File: src/rtl/adcscan_bcd.sv
// Scanning ADC sequencer: configures ad2adc, acquires samples, converts each to BCD serially
// and keeps a per-channel digit bank for the LCD side. Optional averaging under ADCAVG_EN.
module adcscan_bcd #(
  parameter int          ADC_W   = 12,
  parameter int          NCH     = 4,
  parameter int          CH_W    = 2,
  parameter int          NDIG    = 4,
  parameter int          DSEL_W  = 2,
  parameter logic [3:0]  CONF_LO = 4'b0000
) (
  input  logic              genclk,
  input  logic              reset,
  input  logic              enable,
  input  logic [NCH-1:0]    chmask,
  output logic              adccf,
  input  logic              cfadc,
  output logic              adcdav,
  input  logic              davadc,
  input  logic [ADC_W-1:0]  adcdata,
  input  logic [CH_W-1:0]   adch,
  output logic [7:0]        adcconf,
  input  logic [CH_W-1:0]   chsel,
  input  logic [DSEL_W-1:0] digitmux,
  output logic [3:0]        data,
  output logic              convdone,
  output logic [CH_W-1:0]   convch,
  output logic [NCH-1:0]    chvalid
);

  localparam int         BW    = 4 * NDIG;
  localparam int         CNT_W = $clog2(ADC_W);
  localparam logic [63:0] MAXV = 64'(10**NDIG - 1);

  typedef enum logic [2:0] {S_CONF, S_IDLE, S_ACQ, S_BCD, S_STORE} state_t;

  state_t                         state_q, state_d;
  logic                           adccf_q, adccf_d;
  logic                           adcdav_q, adcdav_d;
  logic [7:0]                     adcconf_q, adcconf_d;
  logic                           convdone_q, convdone_d;
  logic [CH_W-1:0]                convch_q, convch_d;
  logic [NCH-1:0]                 chvalid_q, chvalid_d;
  logic [NCH-1:0]                 mask_q, mask_d;
  logic [NCH-1:0][NDIG-1:0][3:0]  bank_q, bank_d;
  logic [CH_W-1:0]                ch_q, ch_d;
  logic [ADC_W-1:0]               val_q, val_d;
  logic [ADC_W-1:0]               bin_q, bin_d;
  logic [BW-1:0]                  bcd_q, bcd_d;
  logic [CNT_W-1:0]               cnt_q, cnt_d;
`ifdef ADCAVG_EN
  logic [NCH-1:0][ADC_W+1:0]      acc_q, acc_d;
  logic [NCH-1:0][1:0]            scnt_q, scnt_d;
  logic [ADC_W+1:0]               sum;
`endif

  logic [3:0]       mask4;
  logic             ch_ok;
  logic [BW-1:0]    adj;
  logic             conv_go;
  logic [ADC_W-1:0] conv_v;
  logic             ovf;

  always_comb begin
    state_d    = state_q;
    adccf_d    = adccf_q;
    adcdav_d   = adcdav_q;
    adcconf_d  = adcconf_q;
    convdone_d = 1'b0;
    convch_d   = convch_q;
    chvalid_d  = chvalid_q;
    mask_d     = mask_q;
    bank_d     = bank_q;
    ch_d       = ch_q;
    val_d      = val_q;
    bin_d      = bin_q;
    bcd_d      = bcd_q;
    cnt_d      = cnt_q;
`ifdef ADCAVG_EN
    acc_d      = acc_q;
    scnt_d     = scnt_q;
    sum        = '0;
`endif
    conv_go = 1'b0;
    conv_v  = adcdata;
    mask4   = '0;
    mask4[NCH-1:0] = chmask;
    ch_ok   = 1'b0;
    for (int i = 0; i < NCH; i++)
      if (adch == CH_W'(i) && mask_q[i]) ch_ok = 1'b1;
    // Shift-add-3 correction: any digit >= 5 gets +3 before the next shift.
    for (int d = 0; d < NDIG; d++)
      adj[4*d +: 4] = (bcd_q[4*d +: 4] >= 4'd5) ? bcd_q[4*d +: 4] + 4'd3 : bcd_q[4*d +: 4];
    ovf = 64'(val_q) > MAXV;

    case (state_q)
      S_CONF: begin
        if (!adccf_q) begin
          adccf_d   = 1'b1;
          adcconf_d = {mask4, CONF_LO};
          mask_d    = chmask;
`ifdef ADCAVG_EN
          acc_d     = '0;
          scnt_d    = '0;
`endif
        end else if (cfadc) begin
          adccf_d = 1'b0;
          state_d = enable ? S_ACQ : S_IDLE;
        end
      end
      S_IDLE: begin
        if (enable) state_d = (chmask != mask_q) ? S_CONF : S_ACQ;
      end
      S_ACQ: begin
        if (!adcdav_q) begin
          adcdav_d = 1'b1;
        end else if (davadc) begin
          adcdav_d = 1'b0;
          ch_d     = adch;
          state_d  = enable ? S_ACQ : S_IDLE;
          if (ch_ok) begin
`ifdef ADCAVG_EN
            for (int i = 0; i < NCH; i++)
              if (adch == CH_W'(i)) begin
                sum = acc_q[i] + (ADC_W+2)'(adcdata);
                if (scnt_q[i] == 2'd3) begin
                  conv_go = 1'b1;
                  conv_v  = sum[ADC_W+1:2];
                end else begin
                  acc_d[i]  = sum;
                  scnt_d[i] = scnt_q[i] + 2'd1;
                end
              end
`else
            conv_go = 1'b1;
`endif
          end
          if (conv_go) begin
            val_d   = conv_v;
            bin_d   = conv_v;
            bcd_d   = '0;
            cnt_d   = '0;
            state_d = S_BCD;
          end
        end
      end
      S_BCD: begin
        bcd_d = {adj[BW-2:0], bin_q[ADC_W-1]};
        bin_d = bin_q << 1;
        cnt_d = cnt_q + 1'b1;
        if (cnt_q == CNT_W'(ADC_W-1)) state_d = S_STORE;
      end
      S_STORE: begin
        for (int i = 0; i < NCH; i++)
          if (ch_q == CH_W'(i)) begin
            bank_d[i]    = ovf ? {NDIG{4'h9}} : bcd_q;
            chvalid_d[i] = 1'b1;
`ifdef ADCAVG_EN
            acc_d[i]     = '0;
            scnt_d[i]    = '0;
`endif
          end
        convch_d   = ch_q;
        convdone_d = 1'b1;
        if (chmask != mask_q) state_d = S_CONF;
        else                  state_d = enable ? S_ACQ : S_IDLE;
      end
      default: state_d = S_CONF;
    endcase
  end

  always_ff @(posedge genclk) begin
    if (reset) begin
      state_q    <= S_CONF;
      adccf_q    <= 1'b0;
      adcdav_q   <= 1'b0;
      adcconf_q  <= '0;
      convdone_q <= 1'b0;
      convch_q   <= '0;
      chvalid_q  <= '0;
      mask_q     <= '0;
      bank_q     <= '0;
      ch_q       <= '0;
      val_q      <= '0;
      bin_q      <= '0;
      bcd_q      <= '0;
      cnt_q      <= '0;
`ifdef ADCAVG_EN
      acc_q      <= '0;
      scnt_q     <= '0;
`endif
    end else begin
      state_q    <= state_d;
      adccf_q    <= adccf_d;
      adcdav_q   <= adcdav_d;
      adcconf_q  <= adcconf_d;
      convdone_q <= convdone_d;
      convch_q   <= convch_d;
      chvalid_q  <= chvalid_d;
      mask_q     <= mask_d;
      bank_q     <= bank_d;
      ch_q       <= ch_d;
      val_q      <= val_d;
      bin_q      <= bin_d;
      bcd_q      <= bcd_d;
      cnt_q      <= cnt_d;
`ifdef ADCAVG_EN
      acc_q      <= acc_d;
      scnt_q     <= scnt_d;
`endif
    end
  end

  // Display read is a plain mux of the registered bank; out-of-range selects read zero.
  always_comb begin
    data = 4'h0;
    for (int i = 0; i < NCH; i++)
      for (int j = 0; j < NDIG; j++)
        if (chsel == CH_W'(i) && digitmux == DSEL_W'(j)) data = bank_q[i][j];
  end

  assign adccf    = adccf_q;
  assign adcdav   = adcdav_q;
  assign adcconf  = adcconf_q;
  assign convdone = convdone_q;
  assign convch   = convch_q;
  assign chvalid  = chvalid_q;

endmodule

File: config.mk
export PLATFORM = sky130hd
export DESIGN_NAME = adcscan_bcd
export DESIGN_NICKNAME = d
export VERILOG_FILES = /design/src/rtl/adcscan_bcd.sv
export SDC_FILE = /design/constraint.sdc
export NUM_CORES = 1
export LEC_CHECK = 0
export ABC_AREA = 0
export ABC_CLOCK_PERIOD_IN_PS = 2600
export CORE_MARGIN = 3
export CORE_UTILIZATION = 24
export DETAILED_ROUTE_END_ITERATION = 8
export GPL_TIMING_DRIVEN = 0
export PLACE_DENSITY = 0.39
export SLEW_MARGIN = 40
export SYNTH_ARGS = -nofsm -noshare
export SYNTH_HDL_FRONTEND = slang
export SYNTH_SLANG_ARGS = --single-unit
File: constraint.sdc
create_clock -name genclk -period 2.6 [get_ports genclk]
set_input_delay 0.26 -clock genclk [delete_from_list [all_inputs] [get_ports genclk]]
set_output_delay 0.26 -clock genclk [all_outputs]
set_load 0.01 [all_outputs]
==> metrics.md <==
| Metric | Value |
|---|---|
| Final Util | `31.1%` |
| First-pass GRT wire length | `27.6 mm` |
| Routed len/inst | `17.6 um` |
| Vias | `4,808` |
| Initial Utilization | `24.7%` |
| Die Ht | `~160 um` |
| Top_reg_cell synth | `dfxtp_1` |
| Fin Hold WS | `456 ps` |
| Largest family of logic cells by synthesized area | `compound AO/OA/AOI/OAI gates` |
| CTS clk-pin slew, worst paths | `around 60 ps` |
| Cells along the critical path | `buf_2 -> buf_2 -> mux4_2 -> mux4_2 -> clkdlybuf4s50_1` |
| Fin nets | `745` |
| WP data required | `2340 ps` |
| Post-place instance area | `0.00622 mm2` |
| CTS tree | `yes` |
| Post-synth top area share | `42.0%` |
| Row cnt | `54` |
| Largest net degree at the start of global routing | `17` |
| Maximum buffer depth of the clock tree | `2` |
| Complex-gate fraction of the synthesized area | `between 20 and 25%` |
| Placement Setup Slack | `-522 ps` |
| Fillers | `2,336` |
| Initial antenna violation count | `0` |
| Flops & latches, synth | `114` |
| Yosys cell types | `50` |
| Post-route cell area | `0.00686 mm2` |
| R2R cell count | `8` |
| Leakage | `2.33 nW` |
| Post-synth EDFFs | `0` |
| Synth area leaders | `dfxtp_1 42%, a21oi_1 6.8%, mux2i_1 6.8%` |
| Most used cells in the layout excluding fill and tap cells | `114 x dfxtp_1, 93 x nand2_1, 74 x a21oi_1` |
| Most common cell after layout, fill and taps aside | `dfxtp_1` |
| Setup TNS Final | `0 ps` |
| Seq/Total Area, Yosys | `approximately two fifths` |
| H-tree lvl count | `4` |
| Adder-cell share of the synthesized area | `2.07%` |
| Die area | `between 0.02 and 0.025 mm2` |
| Routed wire length | `~18 mm` |
| Initial DRC Count | `226` |
| Vias in the first global route | `4,908` |
| Synth Area in XOR/XNOR | `1.29%` |
| Simple-Gate Fraction of Synth Area | `16.5%` |
| Final setup fails | `0` |
| Critical path capture point type | `primary output` |
| Tot Pwr | `5.04 mW` |
| Worst Setup SP | `digitmux[1]` |
| Max-cap violations | `0` |
| Ant. Diodes | `0` |
| Total GRT Usage | `about 15%` |
| Yosys warns | `0` |
| Part of the cycle the worst path needs | `around 97%` |
| CP max stage delay | `510 ps` |
| Post-DP HPWL | `12.7 mm` |
| Clock Sinks | `114` |
| PortBufs | `42` |
| Outcome | `finished, final reports clean` |
| Min Tclk post-route | `2510 ps` |
| Worst Max-Slew Pin Slew | `716 ps` |
| RSZ-0062 raised after global routing | `false` |
| Post-route insts no fill | `about 1,000` |
| Post-synth top area cell | `dfxtp_1` |
| Die Wd | `between 150 and 200 um` |
| Mux cell area share after synthesis | `11.0%` |
| Synthesized cell area | `approximately 0.0054 mm2` |
| CTS Root Cell | `clkbuf_16` |
| Crit path launch type | `input port` |
| Remaining global-route overflow | `0` |
| Reg2reg end | `bank_q[3]$_SDFFE_PP0P_` |
| Clock Latency Late Sink | `420 ps` |
| Clock skew | `8.15 ps` |
| Max IR drop VDD | `0.000400 V` |
| Final Hold Viols | `0` |
| Syn Inst Count | `645` |
| Fin. max-slew vios | `0` |
| GPL Wtd Cong | `0.813` |
| Layout cells sized above 1 | `12.6%` |
| Cts bufs inserted | `17` |
| Reg-to-reg setup timing slack | `490 ps` |
| CP Capture Point | `data[2]` |
| Fmax | `398 MHz` |
| Power per Cell Area | `735 mW/mm2` |
| Critical-path top delay cell | `mux4_2` |
| Worst r2r src | `state_q[1]$_SDFFE_PP0P_` |
| Syn_area_per_cell | `around 8.4 um2` |
| WS Path Type | `in2out` |
| Residual DRC | `0` |
| Post-DRT Antenna Nets | `0` |
| Placed Cells | `between 900 and 1,000` |
| FFs w/ async S/R, synth | `0%` |
| Core Area | `0.0220 mm2` |
| Final setup margin | `86.5 ps` |
| DRT Pass-1 Iters | `4` |
| CP arrival | `2250 ps` |
| Relative slew margins | `52.3%` |
| Area Overhead vs Synth | `26.2%` |
| Worst min path class | `reg2reg` |
| I/O pins | `48` |
| Via density | `4.80` |
| Highest net fanout along the worst path | `10` |
-- worst min path at each step --
stage / to / slack (ps) / cells past startpoint / from
2_1_floorplan: adcconf[4]$_SDFFE_PP0P_ / 400 / 2 / chmask[0]
3_3_place_gp: bank_q[50]$_SDFFE_PP0P_ / 440 / 2 / bank_q[50]$_SDFFE_PP0P_
3_5_place_dp: bank_q[62]$_SDFFE_PP0P_ / 450 / 2 / bank_q[62]$_SDFFE_PP0P_
4_1_cts: adcconf[4]$_SDFFE_PP0P_ / 440 / 3 / chmask[0]
5_1_grt: adcconf[4]$_SDFFE_PP0P_ / 460 / 3 / chmask[0]
6_report: bank_q[62]$_SDFFE_PP0P_ / 460 / 2 / bank_q[62]$_SDFFE_PP0P_
-- critical path: cells and delay by family --
family	cells	cell delay, ps
multiplexers	2	880
buffers and inverters	3	1100
-- registers in the layout, summed over array words and instances (netlist names) --
register and cells:
bank_q 64, bcd_q 16, bin_q 12, adcconf 4
chvalid 4, cnt_q 4, state_q 3, ch_q 2
convch 2, adccf 1, adcdav 1, convdone 1
-- repair_timing --
action | 4_1_cts | 5_1_grt
cloned | 0 | 0
endpoints found under the setup margin | 4 | 4
buffers inserted | 0 | 0
hold buffers | 0 | 0
resized for setup | 13 | 9
-- cell usage after synthesis, types with 2 or more instances --
cell type and instances:
a31oi_1 5, a22o_2 7, nor2_2 2, buf_4 7, nand2_1 93, or3_1 2
nand3_1 9, nor2_1 54, nor2b_1 5, buf_6 2, mux4_2 8, a22o_1 7
a211oi_1 16, ha_1 9, a31o_2 2, nor3_1 10, xnor2_1 7, nor2_4 2
o221ai_1 2, o21ai_0 54, a211oi_2 2, dfxtp_1 114, and3_1 5, clkbuf_1 40
o211ai_1 3, mux2_2 4, a21oi_1 74, mux2i_1 37, inv_1 14, and2_1 2
nand2b_1 9, buf_1 2, nand4_1 3, buf_2 11, o31ai_1 5, nor3b_1 3
-- cell families (layout without fill, tap and decap cells) --
kind of cell / after synthesis / in the layout
mux: 49 / 49
flops: 114 / 114
fa+ha+maj: 9 / 9
xor+xnor: 8 / 8
other cells: 1 / 4
simple gates: 202 / 202
buf+inv: 77 / 151
compound gates: 185 / 185
-- layout make-up --
cell class | count | area [um2] | share of cell area [%]
clock inverters | 9 | 103 | 1.50
multi-input cells | 457 | 2830 | 41.2
flip-flops and latches | 114 | 2280 | 33.3
plain buffers | 63 | 329 | 4.80
repair buffers | 42 | 417 | 6.07
well taps | 280 | 350 | 5.11
clock buffers | 23 | 498 | 7.26
inverters | 14 | 52.6 | 0.766
-- layer usage --
layer | GRT usage (%) | up-vias | part of all wire (%)
met5 | 0 | - | 0
met4 | 6.04 | 0 | 2.7
met3 | 3.29 | 29 | 4.1
met2 | 24.3 | 107 | 48
met1 | 19.1 | 2304 | 45
li1 | - | 2368 | -
-- report_power, final --
group          internal (mW)  switching, mW  total [mW]
Clock                   1.53          0.856        2.39
Combinational          0.322          0.447       0.769
Sequential              1.82         0.0636        1.88
Total                   3.67           1.37        5.04
No activity file was read; power rests on OpenSTA's default activity.
